===== src/rtl/matmul_controller.sv =====
// matmul_controller: sequences C = A x B over the 3x3 8-bit matrix store.
// Drives every Memory access during a run, accumulates each dot product in an
// 18-bit accumulator, saturates results to 8 bits and pulses done at the end.
// All outputs are registered; they are computed from the next state so the
// registered value lines up with the cycle the FSM spends in that state.
module matmul_controller (
    input  logic       clk,
    input  logic       reset,
    input  logic       start,
    input  logic [1:0] src_a,
    input  logic [1:0] src_b,
    input  logic [1:0] dst,
    output logic       busy,
    output logic       done,
    output logic       err,
    output logic       ovf,
    output logic [1:0] mem_matrix_select,
    output logic [1:0] mem_row,
    output logic [1:0] mem_col,
    output logic       mem_read_enable,
    output logic       mem_write_enable,
    output logic [7:0] mem_write_data,
    input  logic [7:0] mem_read_data
);

    typedef enum logic [2:0] {
        S_IDLE,
        S_CHK,
        S_RDA,
        S_RDB,
        S_ACC,
        S_WR,
        S_DONE
    } state_t;

    state_t      state_q, state_d;
    logic [1:0]  src_a_q, src_a_d;
    logic [1:0]  src_b_q, src_b_d;
    logic [1:0]  dst_q, dst_d;
    logic [1:0]  i_q, i_d;
    logic [1:0]  j_q, j_d;
    logic [1:0]  k_q, k_d;
    logic [17:0] acc_q, acc_d;
    logic [7:0]  a_q, a_d;
    logic        err_q, err_d;
    logic        ovf_q, ovf_d;
    logic        busy_q, busy_d;
    logic        done_q, done_d;
    logic [1:0]  sel_q, sel_d;
    logic [1:0]  row_q, row_d;
    logic [1:0]  col_q, col_d;
    logic        re_q, re_d;
    logic        we_q, we_d;
    logic [7:0]  wd_q, wd_d;

    logic [15:0] prod;
    logic [17:0] acc_sum;
    logic [7:0]  sat_val;

    // Multiply-accumulate path and 8-bit saturation of the running sum.
    always_comb begin
        prod    = a_q * mem_read_data;
        acc_sum = acc_q + {2'b00, prod};
        sat_val = (acc_sum > 18'd255) ? 8'hFF : acc_sum[7:0];
    end

    // Next-state, counter/datapath updates and registered-output targets.
    always_comb begin
        state_d = state_q;
        src_a_d = src_a_q;
        src_b_d = src_b_q;
        dst_d   = dst_q;
        i_d     = i_q;
        j_d     = j_q;
        k_d     = k_q;
        acc_d   = acc_q;
        a_d     = a_q;
        err_d   = err_q;
        ovf_d   = ovf_q;
        sel_d   = '0;
        row_d   = '0;
        col_d   = '0;
        re_d    = 1'b0;
        we_d    = 1'b0;
        wd_d    = '0;

        case (state_q)
            S_IDLE: begin
                if (start) begin
                    src_a_d = src_a;
                    src_b_d = src_b;
                    dst_d   = dst;
                    i_d     = '0;
                    j_d     = '0;
                    k_d     = '0;
                    acc_d   = '0;
                    err_d   = 1'b0;
                    ovf_d   = 1'b0;
                    state_d = S_CHK;
                end
            end
            S_CHK: begin
                if ((dst_q == src_a_q) || (dst_q == src_b_q)) begin
                    err_d   = 1'b1;
                    state_d = S_DONE;
                end else begin
                    state_d = S_RDA;
                end
            end
            S_RDA: state_d = S_RDB;
            S_RDB: begin
                a_d     = mem_read_data;
                state_d = S_ACC;
            end
            S_ACC: begin
                acc_d = acc_sum;
                if (k_q < 2'd2) begin
                    k_d     = k_q + 2'd1;
                    state_d = S_RDA;
                end else begin
                    // Saturation and ovf are resolved on entry to WR so the
                    // registered write data is ready during the WR cycle.
                    wd_d    = sat_val;
                    if (acc_sum > 18'd255) ovf_d = 1'b1;
                    state_d = S_WR;
                end
            end
            S_WR: begin
                acc_d = '0;
                k_d   = '0;
                if (j_q == 2'd2) begin
                    j_d = '0;
                    if (i_q == 2'd2) begin
                        state_d = S_DONE;
                    end else begin
                        i_d     = i_q + 2'd1;
                        state_d = S_RDA;
                    end
                end else begin
                    j_d     = j_q + 2'd1;
                    state_d = S_RDA;
                end
            end
            S_DONE:  state_d = S_IDLE;
            default: state_d = S_IDLE;
        endcase

        case (state_d)
            S_RDA: begin
                re_d  = 1'b1;
                sel_d = src_a_q;
                row_d = i_d;
                col_d = k_d;
            end
            S_RDB: begin
                re_d  = 1'b1;
                sel_d = src_b_q;
                row_d = k_d;
                col_d = j_d;
            end
            S_WR: begin
                we_d  = 1'b1;
                sel_d = dst_q;
                row_d = i_d;
                col_d = j_d;
            end
            default: begin
                wd_d = '0;
            end
        endcase

        busy_d = (state_d != S_IDLE);
        done_d = (state_d == S_DONE);
    end

    // State, datapath and output registers with synchronous reset.
    always_ff @(posedge clk) begin
        if (reset) begin
            state_q <= S_IDLE;
            src_a_q <= '0;
            src_b_q <= '0;
            dst_q   <= '0;
            i_q     <= '0;
            j_q     <= '0;
            k_q     <= '0;
            acc_q   <= '0;
            a_q     <= '0;
            err_q   <= 1'b0;
            ovf_q   <= 1'b0;
            busy_q  <= 1'b0;
            done_q  <= 1'b0;
            sel_q   <= '0;
            row_q   <= '0;
            col_q   <= '0;
            re_q    <= 1'b0;
            we_q    <= 1'b0;
            wd_q    <= '0;
        end else begin
            state_q <= state_d;
            src_a_q <= src_a_d;
            src_b_q <= src_b_d;
            dst_q   <= dst_d;
            i_q     <= i_d;
            j_q     <= j_d;
            k_q     <= k_d;
            acc_q   <= acc_d;
            a_q     <= a_d;
            err_q   <= err_d;
            ovf_q   <= ovf_d;
            busy_q  <= busy_d;
            done_q  <= done_d;
            sel_q   <= sel_d;
            row_q   <= row_d;
            col_q   <= col_d;
            re_q    <= re_d;
            we_q    <= we_d;
            wd_q    <= wd_d;
        end
    end

    assign busy              = busy_q;
    assign done              = done_q;
    assign err               = err_q;
    assign ovf               = ovf_q;
    assign mem_matrix_select = sel_q;
    assign mem_row           = row_q;
    assign mem_col           = col_q;
    assign mem_read_enable   = re_q;
    assign mem_write_enable  = we_q;
    assign mem_write_data    = wd_q;

endmodule


===== config.mk =====
export PLATFORM = sky130hd
export DESIGN_NAME = matmul_controller
export DESIGN_NICKNAME = d
export VERILOG_FILES = /design/src/rtl/matmul_controller.sv
export SDC_FILE = /design/constraint.sdc
export NUM_CORES = 1
export LEC_CHECK = 0
export BUFFER_PORTS_ARGS = -buffer_cell sky130_fd_sc_hd__buf_2
export CORE_MARGIN = 2
export CORE_UTILIZATION = 30
export CTS_CLUSTER_SIZE = 20
export DETAILED_ROUTE_END_ITERATION = 12
export PLACE_DENSITY = 0.44
export SYNTH_ARGS = -nofsm -noshare
export SYNTH_HDL_FRONTEND = slang
export SYNTH_SLANG_ARGS = --single-unit

===== constraint.sdc =====
create_clock -name clk -period 5.25 [get_ports clk]
set_input_delay 0.525 -clock clk [delete_from_list [all_inputs] [get_ports clk]]
set_output_delay 0.525 -clock clk [all_outputs]
set_load 0.03 [all_outputs]

==> run metrics <==
ranking of synthesized cells by area=dfxtp_1 (24%), fa_1 (20%), ha_1 (11%); Tmin final=5.270 ns; Total Routing Usage GR=0.1623; nets=784; initial antenna violation count=0; worst-margin pin slew=approximately 0.98 ns; largest net degree at the start of global routing=46; total gr overflow=0; final worst setup slack=-0.01982 ns; Residual DRC=0; first-pass GRT wire length=22.82 mm; crit-path max FO=5; DR vias=4,151; Core ar.=about 0.016 mm2; pwr dens=244.9 mW/mm2; Tcrit/Tclk final=1.004; vias in the first global route=4,503; Leak Pwr=around 3.1 nW; Num Clock Sinks=between 60 and 70; required time of the critical path=5.46 ns; failing checks=negative setup slack; I/O pin count=37; slew margin rel.=0.3442; Int Pwr=0.001003 W; Final Max Slew Viols=0; max-cap viol count=0; CTS Hold Bufs=0; skew final=0.005644 ns; r2r setup slk=-0.02 ns; htree depth=3; EDFF count, synth=0; Hold Crit Class=in -> reg; Die H=132.9 um; Syn Nets=693; WL/cell=about 15 um; status=finished with violations; crit start category=flop; net switching power=0.0005411 W; Post-Syn Area per Cell=roughly 8.6 um2; clock share of power=0.349; routability cong.=approximately 0.84; Hold Path Depth=3; Yosys reg bits=between 60 and 70; DR pass1 iterations=5; Yosys cell types=49; sequential power share=0.347; design area=0.006306 mm2; RSZ-0062 raised after global routing=true; Die Width=132.9 um; root cell of the clock tree=clkbuf_16; num rows=47; most frequent cell after synthesis=inv_1; Routed Antenna Nets=0; arrival time at the worst endpoint=5.48 ns; Post-synth ARST share=0; Synth Flop Type=dfxtp_1; post-synthesis instance total=slightly below 600; Antenna Cells=0; # setup viols final=3; Max clock buf depth=2; post-DR vias/cell=4.617; switch share=0.3503; IO buf count=36; Initial Util=0.3040; R2R cell count=19; share of cells above drive strength 1=0.2342; CTS tree=done; fmax=189.8 MHz; post-detail-place hpwl=10.03 mm; final WL=13.12 mm; combinational fraction of design power=0.304; worst hold slack=0.4339 ns; area delta synth->final=26.44%; DIE AREA=between 0.015 and 0.02 mm2; Synth area leader=dfxtp_1; Worst VDD drop=0.2130 mV; yosys warns=0; top cells by count, synth=inv_1 (99), dfxtp_1 (61), nand2_1 (59); CTS clk-pin slew, worst paths=0.05 ns; initial DRC count=150; endpoints failing hold=0; CTS Buf Count=9; Worst-Skew Late Latency=0.33 ns; Cell Area, Placed=0.005812 mm2; critical path class=reg -> reg; Mapped Area=0.004987 mm2; register area share after synthesis=0.2449; post-synth top area share=0.2449; Worst Setup End Kind=flop
## per-layer routing
metal | wire length [um] | track usage | vias up
met1 | 6324 | 0.2128 | 1979
li1 | - | - | 2079
met4 | 250 | 0.05376 | 0
met5 | 0 | 0 | -
met3 | 407 | 0.03257 | 18
met2 | 6138 | 0.2680 | 75
## worst max-delay path: stages (launching register included)
cell and delay [ns]:
dfxtp_4 0.36, buf_6 0.11, nand2_4 0.05, fa_1 0.52
inv_2 0.04, fa_1 0.51, inv_2 0.04, fa_1 0.48
fa_1 0.52, inv_2 0.05, ha_4 0.25, o211ai_1 0.18
a21o_1 0.20, a211oi_2 0.09, a221o_1 0.30, a211o_1 0.22
or3_1 0.31, or4_4 0.51, buf_6 0.15, o31a_1 0.27
## registers in the layout, summed over array words and instances (netlist names)
register           flops
mem_write_data         8
mem_write_enable       1
err                    1
done                   1
mem_matrix_select      2
k_q                    2
ovf                    1
mem_row                2
a_q                    8
mem_col                2
i_q                    2
state_q                3
j_q                    2
mem_read_enable        1
src_a_q                2
busy                   1
dst_q                  2
src_b_q                2
acc_q                 18
## timing repair
action | 4_1_cts | 5_1_grt
pin swaps | 24 | 1
setup endpoints to repair | 9 | 9
gates resized for setup | 40 | 4
endpoints found under the hold margin | 0 | 0
cloned | 1 | 0
buffers inserted | 8 | 1
## cells by family (layout without fill, tap and decap cells)
| logic type | count (synthesis) | after routing | synth area share |
|---|---|---|---|
| AO/OA/AOI/OAI | 97 | 97 | 0.1352 |
| XOR/XNOR | 15 | 15 | 0.02634 |
| adder cells (fa/ha/maj) | 93 | 93 | 0.3086 |
| buffers and inverters | 120 | 216 | 0.09358 |
| flip-flops | 61 | 61 | 0.2449 |
| AND/OR/NAND/NOR | 197 | 197 | 0.1914 |
## power groups by stage
| stage | combinational, W | sequential (W) | clock, W |
|---|---|---|---|
| global route | 0.000527 | 0.000540 | 0.000579 |
| global placement | 0.000424 | 0.000545 | 0 |
| CTS | 0.000468 | 0.000535 | 0.000558 |
| floorplan | 0.000288 | 0.000537 | 0 |
| finish | 0.000470 | 0.000536 | 0.000539 |
| detailed placement | 0.000424 | 0.000546 | 0 |
## placed cells by master (no fill, tap or decap), types with 3 or more instances in the layout
cell	n
o31a_1	9
nand2b_1	4
nor2b_1	4
fa_1	47
o21bai_1	4
a22oi_1	19
buf_6	3
buf_2	37
nor2_1	49
dfxtp_1	54
a21o_1	4
fa_2	3
inv_1	93
or3_1	4
ha_1	37
inv_2	6
and2_1	37
and3_1	3
a21oi_4	3
buf_4	61
dfxtp_4	5
clkbuf_16	9
nand2_1	55
clkinvlp_4	5
nand3_1	13
xnor2_1	7
nand2_2	3
a211oi_1	3
a21oi_1	31
nor3_1	9
ha_4	6
xor2_1	8
## layout make-up
| cell class | instances | area [um2] |
|---|---|---|
| clock inverters | 5 | 37.54 |
| multi-input cells | 402 | 3470 |
| inverters | 99 | 371.6 |
| clock buffers | 11 | 232.7 |
| repair buffers | 101 | 676.9 |
| well taps | 220 | 275.3 |
| flip-flops and latches | 61 | 1242 |
| fillers | 1708 | 10100 |
## path summary, 6_finish.rpt
| kind | end | startpoint |
|---|---|---|
| worst max-delay path | mem_write_data[6] | a_q[5] |
| worst min-delay path | src_b_q[1] | src_b[1] |
| worst max register to register | mem_write_data[6] | a_q[5] |
| worst min register to register | src_b_q[1] | src_b_q[1] |
## metrics by stage
stage | setup WS (ns) | TNS (ns) | instances | util | total power (W)
after global placement | -0.4640 | -3.961 | 873 | 0.3542 | 0.0009688
after detailed placement | -0.4871 | -4.133 | 873 | 0.3542 | 0.0009701
after global routing | -0.2588 | -2.051 | 899 | 0.3844 | 0.001646
final | -0.01982 | -0.04933 | 899 | 0.3844 | 0.001545
after floorplan | -0.05908 | -0.2722 | 583 | - | 0.0008245
after CTS | -0.005777 | -0.005777 | 898 | 0.3834 | 0.001561
No activity file was read; power rests on OpenSTA's default activity.
